File: src/rtl/hazard_stall_unit_pkg.sv
// Shared types and encodings for the ID-stage hazard/stall unit:
// shadow-stage record, forwarding-select codes and the source-match rule.
package hazard_stall_unit_pkg;

    localparam int RS_W = 4;

    // R15 is the PC; it is never forwarded and never causes a stall.
    localparam logic [RS_W-1:0] REG_PC = 4'd15;

    typedef enum logic [1:0] {
        FWD_RF  = 2'b00,
        FWD_EX  = 2'b01,
        FWD_MEM = 2'b10,
        FWD_WB  = 2'b11
    } fwd_sel_e;

    typedef struct packed {
        logic [RS_W-1:0] rd;
        logic            rf_en;
        logic            load;
    } stage_info;

    localparam stage_info BUBBLE = '{rd: '0, rf_en: 1'b0, load: 1'b0};

    function automatic logic stage_matches(
        input stage_info       s,
        input logic [RS_W-1:0] src,
        input logic            used
    );
        return s.rf_en && used && (s.rd == src) && (src != REG_PC);
    endfunction

endpackage

File: src/rtl/hazard_stall_unit_fwd_select.sv
// Per-operand forwarding priority (EX > MEM > WB) and load-use detection
// against the shadow EX stage.
module fwd_select
    import hazard_stall_unit_pkg::*;
(
    input  logic [RS_W-1:0] src,
    input  logic            used,
    input  stage_info       ex,
    input  stage_info       mem,
    input  stage_info       wb,
    output logic [1:0]      fwd_sel,
    output logic            load_hit
);

    logic ex_hit;
    logic mem_hit;
    logic wb_hit;

    always_comb begin
        ex_hit   = stage_matches(ex, src, used);
        mem_hit  = stage_matches(mem, src, used);
        wb_hit   = stage_matches(wb, src, used);
        load_hit = ex_hit && ex.load;

        // A load in EX has no data yet; skip it and let the stall cover it.
        fwd_sel = FWD_RF;
        if (ex_hit && !ex.load) begin
            fwd_sel = FWD_EX;
        end else if (mem_hit) begin
            fwd_sel = FWD_MEM;
        end else if (wb_hit) begin
            fwd_sel = FWD_WB;
        end
    end

endmodule

File: src/rtl/hazard_stall_unit.sv
// ID-stage hazard unit: load-use stall, pipeline freeze, branch flush and
// operand forwarding, driven by a private shadow of the EX/MEM/WB destinations.
module hazard_stall_unit
    import hazard_stall_unit_pkg::*;
#(
    parameter int REG_W = RS_W,
    parameter int CNT_W = 16
) (
    input  logic             clk,
    input  logic             rst_n,
    input  logic [REG_W-1:0] id_rn,
    input  logic [REG_W-1:0] id_rm,
    input  logic [REG_W-1:0] id_rd,
    input  logic             id_rn_used,
    input  logic             id_rm_used,
    input  logic             id_rd_used,
    input  logic             id_RF_enable,
    input  logic             id_load_instr,
    input  logic             id_branch_taken,
    input  logic             mem_busy,
    output logic             SS,
    output logic             LE_PC,
    output logic             LE_IF_ID,
    output logic             LE_pipe,
    output logic             flush_IF_ID,
    output logic [1:0]       fwd_A,
    output logic [1:0]       fwd_B,
    output logic [1:0]       fwd_C,
    output logic [CNT_W-1:0] stall_count
);

    stage_info        ex_q, ex_d;
    stage_info        mem_q, mem_d;
    stage_info        wb_q, wb_d;
    logic [CNT_W-1:0] stall_count_q, stall_count_d;

    logic hit_a, hit_b, hit_c;
    logic load_use;
    logic ss;

    fwd_select u_fwd_a (
        .src      (id_rn),
        .used     (id_rn_used),
        .ex       (ex_q),
        .mem      (mem_q),
        .wb       (wb_q),
        .fwd_sel  (fwd_A),
        .load_hit (hit_a)
    );

    fwd_select u_fwd_b (
        .src      (id_rm),
        .used     (id_rm_used),
        .ex       (ex_q),
        .mem      (mem_q),
        .wb       (wb_q),
        .fwd_sel  (fwd_B),
        .load_hit (hit_b)
    );

    fwd_select u_fwd_c (
        .src      (id_rd),
        .used     (id_rd_used),
        .ex       (ex_q),
        .mem      (mem_q),
        .wb       (wb_q),
        .fwd_sel  (fwd_C),
        .load_hit (hit_c)
    );

    // Freeze dominates: while memory is busy nothing is inserted or flushed.
    always_comb begin
        load_use    = hit_a || hit_b || hit_c;
        ss          = load_use && !mem_busy;
        SS          = ss;
        LE_PC       = !mem_busy && !load_use;
        LE_IF_ID    = !mem_busy && !load_use;
        LE_pipe     = !mem_busy;
        flush_IF_ID = id_branch_taken && !ss && !mem_busy;
        stall_count = stall_count_q;
    end

    always_comb begin
        // NOTE: every signal gets a default first so no path leaves it unassigned (no latch).
        ex_d          = ex_q;
        mem_d         = mem_q;
        wb_d          = wb_q;
        stall_count_d = stall_count_q;

        if (!mem_busy) begin
            wb_d  = mem_q;
            mem_d = ex_q;
            if (ss) begin
                ex_d = BUBBLE;
            end else begin
                ex_d.rd    = id_rd;
                ex_d.rf_en = id_RF_enable;
                ex_d.load  = id_load_instr;
            end
        end

        if (ss && (stall_count_q != {CNT_W{1'b1}})) begin
            stall_count_d = stall_count_q + CNT_W'(1);
        end
    end

    always_ff @(posedge clk or negedge rst_n) begin
        if (!rst_n) begin
            ex_q          <= BUBBLE;
            mem_q         <= BUBBLE;
            wb_q          <= BUBBLE;
            stall_count_q <= '0;
        end else begin
            // NOTE: non-blocking so all stages shift from the pre-edge values.
            ex_q          <= ex_d;
            mem_q         <= mem_d;
            wb_q          <= wb_d;
            stall_count_q <= stall_count_d;
        end
    end

endmodule

File: config.mk
export PLATFORM = sky130hd
export DESIGN_NAME = hazard_stall_unit
export DESIGN_NICKNAME = d
export VERILOG_FILES = /design/src/rtl/hazard_stall_unit_pkg.sv /design/src/rtl/hazard_stall_unit_fwd_select.sv /design/src/rtl/hazard_stall_unit.sv
export SDC_FILE = /design/constraint.sdc
export NUM_CORES = 1
export LEC_CHECK = 0
export CAP_MARGIN = 15
export CORE_ASPECT_RATIO = 1.2
export CORE_MARGIN = 2
export CORE_UTILIZATION = 45
export CTS_BUF_LIST = sky130_fd_sc_hd__clkbuf_8
export CTS_CLUSTER_DIAMETER = 40
export DETAILED_ROUTE_END_ITERATION = 12
export PLACE_DENSITY = 0.76
export SLEW_MARGIN = 20
export SYNTH_ARGS = -nofsm -noshare
export SYNTH_HDL_FRONTEND = slang
export SYNTH_SLANG_ARGS = --single-unit
File: constraint.sdc
create_clock -name clk -period 2 [get_ports clk]
set_input_delay 0.3 -clock clk [delete_from_list [all_inputs] [get_ports clk]]
set_output_delay 0.3 -clock clk [all_outputs]
set_load 0.005 [all_outputs]
* Word-level counts from Yosys, hierarchy flattened
Index checks and enable logic that the tools add are counted.
** Storage, ports and cells
- Register bits after elaboration :: 32
- Latch bits :: 0
- RAM bits :: 0
- Bits in read-only memories :: 0
- Input port bits :: 21
- Logic and storage cells :: 76
- Memories :: 0
** Operators by class
- Add/subtract/negate cells :: 1
- Multiply operators :: 0
- Div/mod/pow operators :: 0
- Magnitude comparators :: 0
- Equality and inequality tests :: 13
- Shift operators :: 0
- Multiplexer cells :: 10
- Bitwise gates (word level) :: 0
- Reductions and logical operators :: 44
** Operators with widths (number)
- logical AND 1 bit :: 38
- == test 4 bit :: 9
- 2-to-1 mux 2 bit :: 9
- adder 16 x 1 -> 16 bit (second input constant) :: 1
- inequality test 16 bit (second input constant) :: 1
- inequality test 4 bit (second input constant) :: 3
- 2-to-1 mux 6 bit :: 1
- zero test 1 bit :: 4
- logical OR 1 bit :: 2

* Depth between registers and ports, before layout
- Depth in word-level cells :: 10
- Mapped depth :: 9
- Gate-level depth less buffers :: 7

* Hierarchy
From an unflattened synthesis, not the netlist that was laid out.
** Unflattened totals
- Cell total of the unflattened synthesis :: 185
- Area, all modules :: 2080.7 um^2
** By module, submodules not included
- hazard_stall_unit :: times used 1, cells an instance 110, area each 1480.2 um^2, seq. area each 850.8 um^2
- fwd_select :: times used 3, cells an instance 25, area each 200.2 um^2, seq. area each 0.0 um^2

* Worst setup path after synthesis
Ideal clock, no wire load.
- Path type :: register to register
- From :: register ex_q[2] (netlist bit)
- To :: register stall_count_q[10], in the netlist stall_count[10]
- Setup time :: 126 ps
- Arrival :: 1869 ps
- Required time :: 1874 ps
- Path slack :: 5 ps
- Stages on the path, launching flop included :: 10
- Cell sequence :: dfrtp_1 buf_6 xnor2_2 nand3_1 or3_1 buf_2 a311oi_4 buf_6 nand2_2 xnor2_2
** Between the ends
- Word-level cells in the longest chain between the ends :: 8
- Elaborated cells on any way between the ends :: 16
- Those cells by class :: eq/ne (3); reduce/logical (13)
** Ends and longest elaborated chain
- start: declaration :: line hazard_stall_unit.sv:32 : stage_info ex_q, ex_d;
- start signal: assignment :: line hazard_stall_unit.sv:109 : ex_q <= BUBBLE;
- start signal: assignment :: line hazard_stall_unit.sv:115 : ex_q <= ex_d;
- == test 4 bit :: line hazard_stall_unit_pkg.sv:30 : return s.rf_en && used && (s.rd == src) && (src != REG_PC);
- logical AND 1 bit (2 in series) :: line hazard_stall_unit_pkg.sv:30
- logical AND 1 bit :: line hazard_stall_unit_fwd_select.sv:23 : load_hit = ex_hit && ex.load;
- logical OR 1 bit :: line hazard_stall_unit.sv:73 : load_use = hit_a || hit_b || hit_c;
- logical OR 1 bit * :: line hazard_stall_unit.sv:73
- logical AND 1 bit * :: line hazard_stall_unit.sv:74 : ss = load_use && !mem_busy;
- net SS :: line hazard_stall_unit.sv:21 : output logic SS,
- logical AND 1 bit * :: line hazard_stall_unit.sv:102 : if (ss && (stall_count_q != {CNT_W{1'b1}})) begin
- end signal: assignment :: line hazard_stall_unit.sv:118 : stall_count_q <= stall_count_d;
- end: declaration :: line hazard_stall_unit.sv:35 : logic [CNT_W-1:0] stall_count_q, stall_count_d;
The timed path passes the listed nets; every way through them passes the cells marked *.
A chain may end at the register's enable or synchronous reset.

* Worst setup path after layout
- From :: register ex_q[2] (netlist bit)
- To :: output SS
** Between the ends
- Word-level cells in the longest chain between the ends :: 7
- Elaborated cells on any way between the ends :: 15
- Those cells by class :: eq/ne (3); reduce/logical (12)
** Ends and longest elaborated chain (line)
- == test 4 bit :: hazard_stall_unit_pkg.sv:30
- logical AND 1 bit (2 in series) :: hazard_stall_unit_pkg.sv:30
- logical AND 1 bit :: hazard_stall_unit_fwd_select.sv:23
- logical OR 1 bit :: hazard_stall_unit.sv:73
- logical OR 1 bit * :: hazard_stall_unit.sv:73
- logical AND 1 bit * :: hazard_stall_unit.sv:74
- end: declaration :: hazard_stall_unit.sv:21
Every way passes the cells marked *; elsewhere a longest branch is shown, timed or not.

==> results.yml <==
run_status:
  status: "complete, but fails checks"
  violations: "setup timing"
die:
  die-area_um2: 5260
  start_util_pct: 46.3
  die_w_um: 66.6
  core_area_um2: 4560
  die_y_um: 79.1
  fp-row-count: 27
  io_pins: 48
global_routing:
  grt_max_degree: 33
  grtUsageTotal_pct: 22.8
  grt-ovfl-total: 0
  grt_pass1_vias: 1906
  grt_pass1_wl_um: 8870
  antenna_found_initial: 0
synth:
  synth_compound_area_share_pct: 5.68
  muxShareOfSynthArea_pct: 8.23
  synth_area_um2: 2110
  seq_area_frac_synth_pct: 37.9
  synth_warnings: 0
  synth_cell_types: 36
  avgSynthCellArea_um2: 10.5
  synth_top_family_by_area: "XOR/XNOR gates"
  synth-xor-area-share_pct: 22.9
  synth-simple-area-share_pct: 19.3
  syn_nets: 224
  netlist_instances: 202
  synth_seq_cells: 32
  yosys.area_share.adder_pct: 0.592
critical_path:
  critical_path.max_fanout: 4
  r2r_end: "stall_count[9]"
  worstReg2RegStart: "ex_q[2]"
  r2r_setup_slack_ps: -370
  start_kind: "flip-flop"
  arrival_ps: 2150
  critical_path_class: "reg -> out"
  startpoint: "ex_q[2]"
  worst_r2r_path_depth: 10
  critPathRequiredTime_ps: 1700
  cp-end-kind: "primary output"
clock_tree:
  clk_pin_slew_ps: 80
  cts_made_buffers: 5
  clock_path_buffers: 2
  htree_levels: 2
  cts-root-buf: "clkbuf_8"
  cts_sinks: 32
  clkLatencyLatePin_ps: 300
  tritoncts: "done"
routing:
  drtIter0Drc: 76
  post-route-drc-count: 0
  ant_nets: 0
  first_pass_iters: 4
  wirelength_um: 5940
  via_per_inst: 5.26
  wl_per_cell_um: 16.4
  vias: 1904
final_layout:
  area_growth_pct: 53.4
  utilization_pct: 71.1
  layout_commonest_cell: "buf_4"
  layout_common_cells: "buf_4, xnor2_1, dfrtp_1, clkdlybuf4s50_1, buf_6"
  final_area_um2: 3240
  antenna_cells: 0
  layout.nets: 325
  layout-drive-gt1-share_pct: 40.5
run:
  max-cap-violations: 0
hold_path:
  hold_class: "in -> async"
timing:
  fin_crit_ps: 2450
  fmax_ghz: 0.409
  setup_viol: 28
  clock_skew_ps: 9.39
  fin_crit_sh_pct: 122
  hold_viol: 0
  tns_ps: -7890
  setup_ws_ps: -447
  rsz0062_at_grt: "true"
  worst_slew_pin_slew_ps: 401
  drv_slew: 0
  max_slew_margin_pct: 73.2
placement:
  dpl-instance-area_um2: 2880
  place.gp.congestion: 0.847
  hpwlAfterDp_um: 3860
  portBuffers: 47
pwr:
  vdd_drop_max_uv: 754
  leakage_uw: 0.00151
  finalPower_uw: 2030
  power.density_nw_per_um2: 626
-- final cells by class --
| class | instances | area [µm²] |
|---|---|---|
| clock buffer | 5 | 68.8 |
| multi-input combinational | 154 | 1310 |
| timing repair buffer | 107 | 936 |
| clock inverter | 3 | 38.8 |
| tap | 58 | 72.6 |
| inverter | 3 | 11.3 |
| sequential | 32 | 803 |
| fill | 349 | 1320 |
-- synth_stat cells (all sizes together) --
library cell | n | area share [%]
a311oi | 1 | 1.2
nor3b | 1 | 0.36
o22a | 3 | 1.3
a31oi | 1 | 1.0
a21oi | 2 | 0.47
nand2b | 3 | 0.89
nand4 | 16 | 4.7
buf | 11 | 4.5
xor2 | 13 | 5.4
and2 | 1 | 0.30
or4 | 1 | 0.53
or3 | 3 | 0.89
clkbuf | 2 | 0.36
inv | 3 | 0.53
nand3 | 11 | 2.6
a21o | 1 | 0.36
ha | 1 | 0.59
nor4 | 4 | 1.2
xnor2 | 38 | 18
nor3 | 4 | 0.95
mux2i | 5 | 2.4
nor2 | 9 | 1.6
o31ai | 1 | 0.59
and3 | 4 | 1.2
mux2 | 11 | 5.9
dfrtp | 32 | 38
o21ai | 3 | 0.71
nor2b | 1 | 0.30
nand2 | 16 | 3.8
-- worst max-delay path, stage by stage (launching register included) --
cell,delay [ps]
dfrtp_2,460
buf_6,140
xnor2_2,100
nand3_1,80
or3_4,410
buf_6,150
a311oi_4,320
buf_2,170
-- routing by layer --
layer	GRT usage (%)	vias up	share of wire (%)
met5	0	-	0
met4	12.0	0	3.7
met3	5.38	17	5.0
met2	39.4	61	52
met1	25.6	922	39
li1	-	904	-
-- through the flow --
step	std cells	hold slack (ps)	setup WS (ps)
5_1_grt	362	444	-502
4_1_cts	358	410	-457
2_1_floorplan	202	4.41	5.49
3_3_place_gp	337	489	-764
3_5_place_dp	337	486	-771
6_report	362	391	-447
-- worst max-delay path by stage --
| stage | endpoint | slack, ps | depth (start not counted) |
|---|---|---|---|
| final | SS | -450 | 7 |
| after global routing | SS | -500 | 7 |
| after CTS | SS | -460 | 6 |
| after detailed placement | SS | -770 | 6 |
| after global placement | SS | -760 | 6 |
| after floorplan | stall_count[10] | 5 | 9 |
-- state kept, by name, summed over array words and instances (netlist names) --
| register | flops |
|---|---|
| ex_q | 6 |
| mem_q | 5 |
| wb_q | 5 |
| stall_count | 16 |
-- kinds of logic (layout without fill, tap and decap cells) --
logic type | after synthesis | count (layout)
simple gates | 74 | 74
xor+xnor | 51 | 51
flops | 32 | 32
mux | 16 | 16
buf+inv | 16 | 118
compound gates | 12 | 12
fa+ha+maj | 1 | 1
-- power breakdown --
| part | switching (µW) | internal (µW) | total [µW] |
|---|---|---|---|
| sequential | 96.4 | 714 | 810 |
| clock | 264 | 365 | 629 |
| combinational | 245 | 345 | 590 |
-- timing repair --
action	CTS	global route
endpoints found under the setup margin	28	33
setup buffers	13	8
pin swaps	10	27
gates resized for setup	50	40
hold buffers	0	0
No activity file was read; power rests on OpenSTA's default activity.
